[src/rtl/dpram_copy_master_if.sv]
// rtl/dpram_copy_master_if.sv - Bundle of the copy master's command, RAM port A/B and status signals
// Ports: none (signal bundle only)
//   master modport : the copy engine (drives RAM requests and status, receives command and RAM responses)
//   slave modport  : the environment (issues commands, acts as the dual-port RAM)
interface dpram_copy_master_if #(
    parameter int ADDR_W = 6,
    parameter int DATA_W = 8
);
    // Command
    logic              start;
    logic [ADDR_W-1:0] src_addr;
    logic [ADDR_W-1:0] dst_addr;
    logic [ADDR_W:0]   len;
    // RAM port A (read side)
    logic              valid_a;
    logic              ready_a;
    logic [ADDR_W-1:0] addr_a;
    logic              we_a;
    logic [DATA_W-1:0] data_a;
    logic [DATA_W-1:0] q_a;
    // RAM port B (write side)
    logic              valid_b;
    logic              ready_b;
    logic [ADDR_W-1:0] addr_b;
    logic              we_b;
    logic [DATA_W-1:0] data_b;
    // Status
    logic              busy;
    logic              done;
    logic [ADDR_W:0]   xfer_cnt;

    modport master (
        input  start, src_addr, dst_addr, len,
        input  ready_a, q_a, ready_b,
        output valid_a, addr_a, we_a, data_a,
        output valid_b, addr_b, we_b, data_b,
        output busy, done, xfer_cnt
    );

    modport slave (
        output start, src_addr, dst_addr, len,
        output ready_a, q_a, ready_b,
        input  valid_a, addr_a, we_a, data_a,
        input  valid_b, addr_b, we_b, data_b,
        input  busy, done, xfer_cnt
    );
endinterface

[src/rtl/dpram_copy_master.sv]
// rtl/dpram_copy_master.sv - Word-by-word copy engine between two ports of a dual-port RAM
// Ports:
//   clk  : rising-edge clock for all state
//   rst  : asynchronous active-high reset
//   bus  : dpram_copy_master_if.master
//          start/src_addr/dst_addr/len  copy command (sampled in IDLE only)
//          valid_a/ready_a/addr_a/q_a   read requests on port A (we_a/data_a tied to 0)
//          valid_b/ready_b/addr_b/data_b/we_b  write requests on port B
//          busy/done/xfer_cnt           status
module dpram_copy_master #(
    parameter int ADDR_W = 6,
    parameter int DATA_W = 8
) (
    input  logic                 clk,
    input  logic                 rst,
    dpram_copy_master_if.master  bus
);
    typedef enum logic [2:0] {
        IDLE,
        RD,
        CAP,
        WR,
        DONE
    } state_t;

    localparam logic [ADDR_W:0]   CNT_ONE  = {{ADDR_W{1'b0}}, 1'b1};
    localparam logic [ADDR_W-1:0] ADDR_ONE = {{(ADDR_W-1){1'b0}}, 1'b1};

    state_t            state;
    logic [ADDR_W-1:0] src_q;
    logic [ADDR_W-1:0] dst_q;
    logic [ADDR_W:0]   len_q;
    logic [ADDR_W:0]   xfer_cnt;
    logic              valid_a;
    logic [ADDR_W-1:0] addr_a;
    logic              valid_b;
    logic [ADDR_W-1:0] addr_b;
    // Captured read word; it is presented directly as the write data.
    logic [DATA_W-1:0] buffer;
    logic              busy;
    logic              done;

    always_ff @(posedge clk or posedge rst) begin
        if (rst) begin
            state    <= IDLE;
            src_q    <= '0;
            dst_q    <= '0;
            len_q    <= '0;
            xfer_cnt <= '0;
            valid_a  <= 1'b0;
            addr_a   <= '0;
            valid_b  <= 1'b0;
            addr_b   <= '0;
            buffer   <= '0;
            busy     <= 1'b0;
            done     <= 1'b0;
        end else begin
            case (state)
                IDLE: begin
                    done <= 1'b0;
                    if (bus.start) begin
                        src_q    <= bus.src_addr;
                        dst_q    <= bus.dst_addr;
                        len_q    <= bus.len;
                        xfer_cnt <= '0;
                        if (bus.len == '0) begin
                            state <= DONE;
                            done  <= 1'b1;
                        end else begin
                            state   <= RD;
                            busy    <= 1'b1;
                            valid_a <= 1'b1;
                            addr_a  <= bus.src_addr;
                        end
                    end
                end
                RD: begin
                    // valid_a and addr_a simply hold while ready_a is low.
                    if (bus.ready_a) begin
                        valid_a <= 1'b0;
                        state   <= CAP;
                    end
                end
                CAP: begin
                    // q_a belongs to the handshake accepted on the previous edge.
                    buffer  <= bus.q_a;
                    valid_b <= 1'b1;
                    addr_b  <= dst_q + xfer_cnt[ADDR_W-1:0];
                    state   <= WR;
                end
                WR: begin
                    if (bus.ready_b) begin
                        valid_b  <= 1'b0;
                        xfer_cnt <= xfer_cnt + CNT_ONE;
                        if ((xfer_cnt + CNT_ONE) == len_q) begin
                            state <= DONE;
                            busy  <= 1'b0;
                            done  <= 1'b1;
                        end else begin
                            state   <= RD;
                            valid_a <= 1'b1;
                            // Low bits of the count wrap naturally modulo 2^ADDR_W.
                            addr_a  <= src_q + xfer_cnt[ADDR_W-1:0] + ADDR_ONE;
                        end
                    end
                end
                DONE: begin
                    done  <= 1'b0;
                    state <= IDLE;
                end
                default: begin
                    state   <= IDLE;
                    valid_a <= 1'b0;
                    valid_b <= 1'b0;
                    busy    <= 1'b0;
                    done    <= 1'b0;
                end
            endcase
        end
    end

    assign bus.valid_a  = valid_a;
    assign bus.addr_a   = addr_a;
    assign bus.we_a     = 1'b0;
    assign bus.data_a   = '0;
    assign bus.valid_b  = valid_b;
    assign bus.addr_b   = addr_b;
    assign bus.we_b     = valid_b;
    assign bus.data_b   = buffer;
    assign bus.busy     = busy;
    assign bus.done     = done;
    assign bus.xfer_cnt = xfer_cnt;
endmodule

[src/flat_wrapper.sv]
// flat-port wrapper written by rule: the top's interface ports become plain ports
module dpram_copy_master_flat 
#(
    parameter int ADDR_W = 6,
    parameter int DATA_W = 8
)
  (clk, rst, bus_start, bus_src_addr, bus_dst_addr, bus_len, bus_ready_a, bus_q_a, bus_ready_b, bus_valid_a, bus_addr_a, bus_we_a, bus_data_a, bus_valid_b, bus_addr_b, bus_we_b, bus_data_b, bus_busy, bus_done, bus_xfer_cnt);
  dpram_copy_master_if #(.ADDR_W(ADDR_W), .DATA_W(DATA_W)) bus_i ();
  input  logic clk;
  input  logic rst;
  input wire logic [$bits(bus_i.start)-1:0] bus_start;
  input wire logic [$bits(bus_i.src_addr)-1:0] bus_src_addr;
  input wire logic [$bits(bus_i.dst_addr)-1:0] bus_dst_addr;
  input wire logic [$bits(bus_i.len)-1:0] bus_len;
  input wire logic [$bits(bus_i.ready_a)-1:0] bus_ready_a;
  input wire logic [$bits(bus_i.q_a)-1:0] bus_q_a;
  input wire logic [$bits(bus_i.ready_b)-1:0] bus_ready_b;
  output wire logic [$bits(bus_i.valid_a)-1:0] bus_valid_a;
  output wire logic [$bits(bus_i.addr_a)-1:0] bus_addr_a;
  output wire logic [$bits(bus_i.we_a)-1:0] bus_we_a;
  output wire logic [$bits(bus_i.data_a)-1:0] bus_data_a;
  output wire logic [$bits(bus_i.valid_b)-1:0] bus_valid_b;
  output wire logic [$bits(bus_i.addr_b)-1:0] bus_addr_b;
  output wire logic [$bits(bus_i.we_b)-1:0] bus_we_b;
  output wire logic [$bits(bus_i.data_b)-1:0] bus_data_b;
  output wire logic [$bits(bus_i.busy)-1:0] bus_busy;
  output wire logic [$bits(bus_i.done)-1:0] bus_done;
  output wire logic [$bits(bus_i.xfer_cnt)-1:0] bus_xfer_cnt;
  assign bus_i.start = bus_start;
  assign bus_i.src_addr = bus_src_addr;
  assign bus_i.dst_addr = bus_dst_addr;
  assign bus_i.len = bus_len;
  assign bus_i.ready_a = bus_ready_a;
  assign bus_i.q_a = bus_q_a;
  assign bus_i.ready_b = bus_ready_b;
  assign bus_valid_a = bus_i.valid_a;
  assign bus_addr_a = bus_i.addr_a;
  assign bus_we_a = bus_i.we_a;
  assign bus_data_a = bus_i.data_a;
  assign bus_valid_b = bus_i.valid_b;
  assign bus_addr_b = bus_i.addr_b;
  assign bus_we_b = bus_i.we_b;
  assign bus_data_b = bus_i.data_b;
  assign bus_busy = bus_i.busy;
  assign bus_done = bus_i.done;
  assign bus_xfer_cnt = bus_i.xfer_cnt;
  dpram_copy_master #(.ADDR_W(ADDR_W), .DATA_W(DATA_W)) u_core (.clk(clk), .rst(rst), .bus(bus_i));
endmodule
[config.mk]
export PLATFORM = sky130hd
export DESIGN_NAME = dpram_copy_master_flat
export DESIGN_NICKNAME = d
export VERILOG_FILES = /design/src/rtl/dpram_copy_master_if.sv /design/src/rtl/dpram_copy_master.sv /design/src/flat_wrapper.sv
export SDC_FILE = /design/constraint.sdc
export NUM_CORES = 1
export LEC_CHECK = 0
export CAP_MARGIN = 20
export CORE_MARGIN = 2
export CORE_UTILIZATION = 50
export CTS_CLUSTER_DIAMETER = 40
export DETAILED_ROUTE_END_ITERATION = 7
export GPL_TIMING_DRIVEN = 0
export PLACE_DENSITY = 0.78
export SKIP_LAST_GASP = 1
export SYNTH_ARGS = -nofsm -noshare
export SYNTH_HDL_FRONTEND = slang
export SYNTH_SLANG_ARGS = --single-unit
[constraint.sdc]
create_clock -name clk -period 3 [get_ports clk]
set_input_delay 0.6 -clock clk [delete_from_list [all_inputs] [get_ports clk]]
set_output_delay 0.6 -clock clk [all_outputs]
set_load 0.02 [all_outputs]
Yosys cells after proc, flatten, opt, wreduce, memory -nomap -nowiden
Cells that the tools add are included.
W data, S select, Z words.
{ "totals": {"romBits": 0, "latch_bits": 0, "in_bits": 32, "word_cells": 76, "ff_bits": 53, "ram_bits": 0, "out_inout_bits": 41, "n_memories": 0} }
{ "classes": {"multipliers": 0, "n_eq_ne": 11, "shifts": 0, "mux": 30, "magnitude_cmp": 0, "bitwise": 4, "n_div": 0, "add_sub_neg": 4, "n_reduce_logical": 15} }
{ "op_table": {"columns": ["operator", "count"], "rows": [
  ["$mux W6", 4],
  ["$mux W3", 5],
  ["$mux W7", 2],
  ["$pmux W7 S2", 1],
  ["$add A6 B6 Y6", 2],
  ["$mux W1", 12],
  ["$pmux W3 S4", 1],
  ["$pmux W6 S2", 1],
  ["$ne A2 B2 Y1 const B", 5],
  ["$reduce_and A5 Y1", 2],
  ["$pmux W1 S3", 3],
  ["$reduce_and A3 Y1", 3],
  ["$add A7 B1 Y7 const B", 1],
  ["$eq A7 B7 Y1", 1],
  ["$logic_not A7 Y1", 1],
  ["$add A6 B1 Y6 const B", 1],
  ["$eq A3 B2 Y1 const B", 2],
  ["$reduce_and A6 Y1", 1],
  ["$reduce_or A3 Y1", 2],
  ["$not A1 Y1", 4],
  ["$pmux W1 S4", 1],
  ["$reduce_and A2 Y1", 2],
  ["$reduce_or A2 Y1", 2],
  ["$eq A3 B1 Y1 const B", 1],
  ["other kinds (4)", 4]
]} }

Depth between registers and ports, before layout
{ "depth": {"depth_word": 5, "ltp_mapped": 9, "ltp_nobuf": 9} }

Worst setup path after synthesis
Ideal clock, no wire load.
{ "synth_path": {"path_kind": "input to register", "from": "in bus_len[1]", "to": "reg u_core.addr_a[0], in the netlist u_core.bus.addr_a[0]", "setup_time_ps": 125, "arrival_time_ps": 2298, "path_slack_ps": 577, "path_stages": 6, "path_cell_list": "or4_1 -> or4_4 -> nor4_4 -> a211o_1 -> buf_6 -> mux2_4"} }
{ "synth_via": {"elab_chain_len": 3} }
{ "synth_lines": {"columns": ["element", "line_no", "source"], "rows": [
  ["start, declared", "flat_wrapper.sv:14", "input wire logic [$bits(bus_i.len)-1:0] bus_len;"],
  ["$logic_not A7 Y1", "dpram_copy_master.sv:66", "if (bus.len == '0) begin"],
  ["$ne A2 B2 Y1 (no line)", null, null],
  ["$reduce_and A5 Y1 (no line)", null, null],
  ["end signal, assigned", "dpram_copy_master.sv:73", "addr_a <= bus.src_addr;"],
  ["end signal, assigned", "dpram_copy_master.sv:103", "addr_a <= src_q + xfer_cnt[ADDR_W-1:0] + ADDR_ONE;"],
  ["end, declared", "dpram_copy_master.sv:35", "logic [ADDR_W-1:0] addr_a;"]
]} }
Every way passes these cells.
A chain may end at the register's enable or synchronous reset.

Worst setup path in the final report
{ "layout_path": {"from": "in bus_len[1]", "to": "reg u_core.addr_a[1], in the netlist u_core.bus.addr_a[1]"} }
Same word-level chain as after synthesis.

==> metrics.md <==
| Metric | Value |
|---|---|
| Worst Hold Class | `register to register` |
| Cell area after synthesis | `0.002950 mm²` |
| Final core area utilization | `67.89%` |
| Outcome | `complete, no violations` |
| DP HPWL | `4.863 mm` |
| CTS tree | `yes` |
| CP arrival | `2.89 ns` |
| GRT Overall Usage | `20.72%` |
| GP Congestion | `0.8788` |
| CTS sink cnt | `53` |
| Distinct cells, synth | `44` |
| PortBufs | `62` |
| Nets@finish | `419` |
| RSZ-0062 raised after global routing | `false` |
| Simple-gate share of the synthesized area | `16.28%` |
| Most frequent cell after synthesis | `nand2_1` |
| Clock buffer depth | `2` |
| Die Area | `0.006531 mm²` |
| Critical path peak fanout | `7` |
| Via Count | `2321` |
| Post-synthesis mux area share | `10.26%` |
| Grt met3 use | `2.667%` |
| Post-synth EDFFs | `0` |
| Ys Warns | `0` |
| CP required | `3.20 ns` |
| Die H | `80.82 µm` |
| Number of setup violations in the final report | `0` |
| Post-cts resize count | `0` |
| Top Ports | `73` |
| CORE AREA | `0.005608 mm²` |
| ANT nets after route | `0` |
| Setup Fix Bufs, Post-CTS | `0` |
| Avg Vias per Cell | `5.192` |
| Post-synth top cells | `nand2_1, dfrtp_1, o21ai_0, mux2_2, nor2_1` |
| H-Tree Depth | `2` |
| Synth Register Bits | `53` |
| Xor and xnor fraction of the mapped netlist area | `5.640%` |
| Hold_buf cts | `0` |
| Initial antenna violation count | `0` |
| Reg-to-reg startpoint | `u_core.bus.xfer_cnt[1]` |
| Min Clock Period, post-route | `2.685 ns` |
| CP Capture Type | `register` |
| Synth Area in Adders | `6.022%` |
| Average cell area after synthesis | `9.967 µm²` |
| Pin count of the biggest net entering global routing | `43` |
| Ant diodes | `0` |
| Slew HR | `52.65%` |
| Layout cells sized above 1 | `15.20%` |
| Area delta synth->final | `29.05%` |
| Vias in the first global route | `2197` |
| FMAX | `372.4 MHz` |
| Synth area leaders | `dfrtp_1, mux2_2, nand2_1` |
| DRT iter0 DRCs | `107` |
| WHS | `0.4814 ns` |
| Largest area contributor in the synthesized netlist | `dfrtp_1` |
| Final Hold Vio Count | `0` |
| CP Launch Point | `bus_len[1]` |
| Layout Skew | `0.008921 ns` |
| Clk_lat worst skew | `0.31 ns` |
| Synth Flop Type | `dfrtp_1` |
| Grt peak-use layer | `met2` |
| Initial Utilization | `52.61%` |
| Final Cell Area | `0.003807 mm²` |
| Placed cell area | `0.003711 mm²` |
| Hold path start | `u_core.bus.data_b[2]` |
| Critical path class | `input pin to register` |
| Fillers | `460` |
| Drt pass-1 iters | `4` |
| DRC viols | `0` |
| Startpoint Class | `input pin` |
| Post-Syn Instances | `296` |
| Clock transition at path regs | `0.10 ns` |
| Setup_tns | `0 ns` |
| Die width | `80.82 µm` |
| Clk root buf | `clkbuf_8` |
| Grt met2 use | `36.28%` |
| Synth Area in Compound Gates | `10.52%` |
| Power Dens Cells | `1019 mW/mm²` |
| Largest family of logic cells by synthesized area | `simple AND/OR/NAND/NOR gates` |
| Total Wirelength | `6.358 mm` |
| MaxCap Viol Count | `0` |
| P_leak | `1.749 nW` |
| Num CTS Buffers | `5` |
| Maximum vdd ir drop | `489.9 µV` |
| GRT overflow | `0` |
| Num rows | `27` |
| Met1 Track Usage GR | `26.92%` |
| Register area share after synthesis | `44.95%` |
| First-pass GRT wire length | `10.37 mm` |
| Yosys top cell area share | `44.95%` |
| Final slew viol count | `0` |
| Tcrit/Tclk final | `89.50%` |
| Least-Margin Pin Slew | `0.7044 ns` |
| WL per Instance | `14.22 µm` |
| Fraction of registers with async set/reset | `100.0%` |
## per-layer routing
metal  vias up  part of all wire, %  wire (µm)
met3         5                  4.7        302
met5         -                    0          0
met2        62                   50       3209
met4         0                  1.1         68
li1       1150                    -          -
met1      1104                   44       2777
## power by group
group | switching (mW) | total, mW | internal (mW)
clock network | 0.234 | 0.421 | 0.187
registers | 0.241 | 1.28 | 1.04
logic | 1.11 | 2.18 | 1.07
## through the flow
stage	total power, mW	worst slack (ns)	instances
floorplan	2.746	0.5771	304
global placement	3.389	0.003054	438
detailed placement	3.473	-0.03064	439
CTS	3.907	0.3068	447
global route	4.182	0.2612	447
finish	3.878	0.3149	447
## critical path, cell delays in order
cell             delay (ns)
clkdlybuf4s50_1        0.43
or4_1                  0.53
or4_4                  0.47
nor4_4                 0.23
a211o_1                0.16
buf_6                  0.15
mux2_4                 0.31
## path summary, 6_finish.rpt
| kind | endpoint | slack, ns | cells after the start |
|---|---|---|---|
| max | u_core.bus.addr_a[1] | 0.31 | 7 |
| min | u_core.bus.data_b[2] | 0.48 | 2 |
| max reg2reg | u_core.bus.addr_a[1] | 0.61 | 8 |
| min reg2reg | u_core.bus.data_b[2] | 0.48 | 2 |
| max in group asynchronous | u_core.bus.xfer_cnt[6] | 1.96 | 3 |
| min in group asynchronous | u_core.bus.data_b[3] | 0.54 | 2 |
## logic make-up after synthesis
group / count (synthesis)
adder cells (fa/ha/maj): 13
other: 1
multiplexers: 25
AO/OA/AOI/OAI: 52
AND/OR/NAND/NOR: 98
buffers and inverters: 35
XOR/XNOR: 19
flip-flops: 53
## area by class of cell
type	count	area, µm²	share of cell area, %
inverter	14	52.55	1.380
multi-input combinational	216	1471	38.65
timing repair buffer	63	640.6	16.83
buffer	21	130.1	3.418
sequential	53	1326	34.83
clock inverter	2	13.76	0.3615
tap	72	90.09	2.366
clock buffer	6	82.58	2.169
## flip-flops by register name (all words and copies together), names as in the netlist
| name | flops |
|---|---|
| u_core.bus.addr_a | 6 |
| u_core.bus.addr_b | 6 |
| u_core.bus.busy | 1 |
| u_core.bus.data_b | 8 |
| u_core.bus.done | 1 |
| u_core.bus.valid_a | 1 |
| u_core.bus.valid_b | 1 |
| u_core.bus.xfer_cnt | 7 |
| u_core.dst_q | 6 |
| u_core.len_q | 7 |
| u_core.src_q | 6 |
| u_core.state | 3 |
## cells in the final DEF, fill, tap and decap left out, types with 2 or more instances in the layout
cell type and n:
fa_1 2, clkbuf_1 5, clkdlybuf4s50_1 62, mux2_2 18
nand2b_1 6, conb_1 9, a21oi_1 13, nor3_1 5
o21ai_0 22, xor2_1 8, nand3_1 3, mux2_4 6
nand2_1 54, nor2_1 15, o22ai_1 2, nand3b_1 3
buf_4 10, dfrtp_1 53, buf_2 5, nor4_1 2
and3_1 2, o31ai_1 3, xnor2_1 11, clkbuf_8 6
inv_1 13, a21o_1 3, ha_1 11
Note: power is estimated with default switching activity, not from simulation.
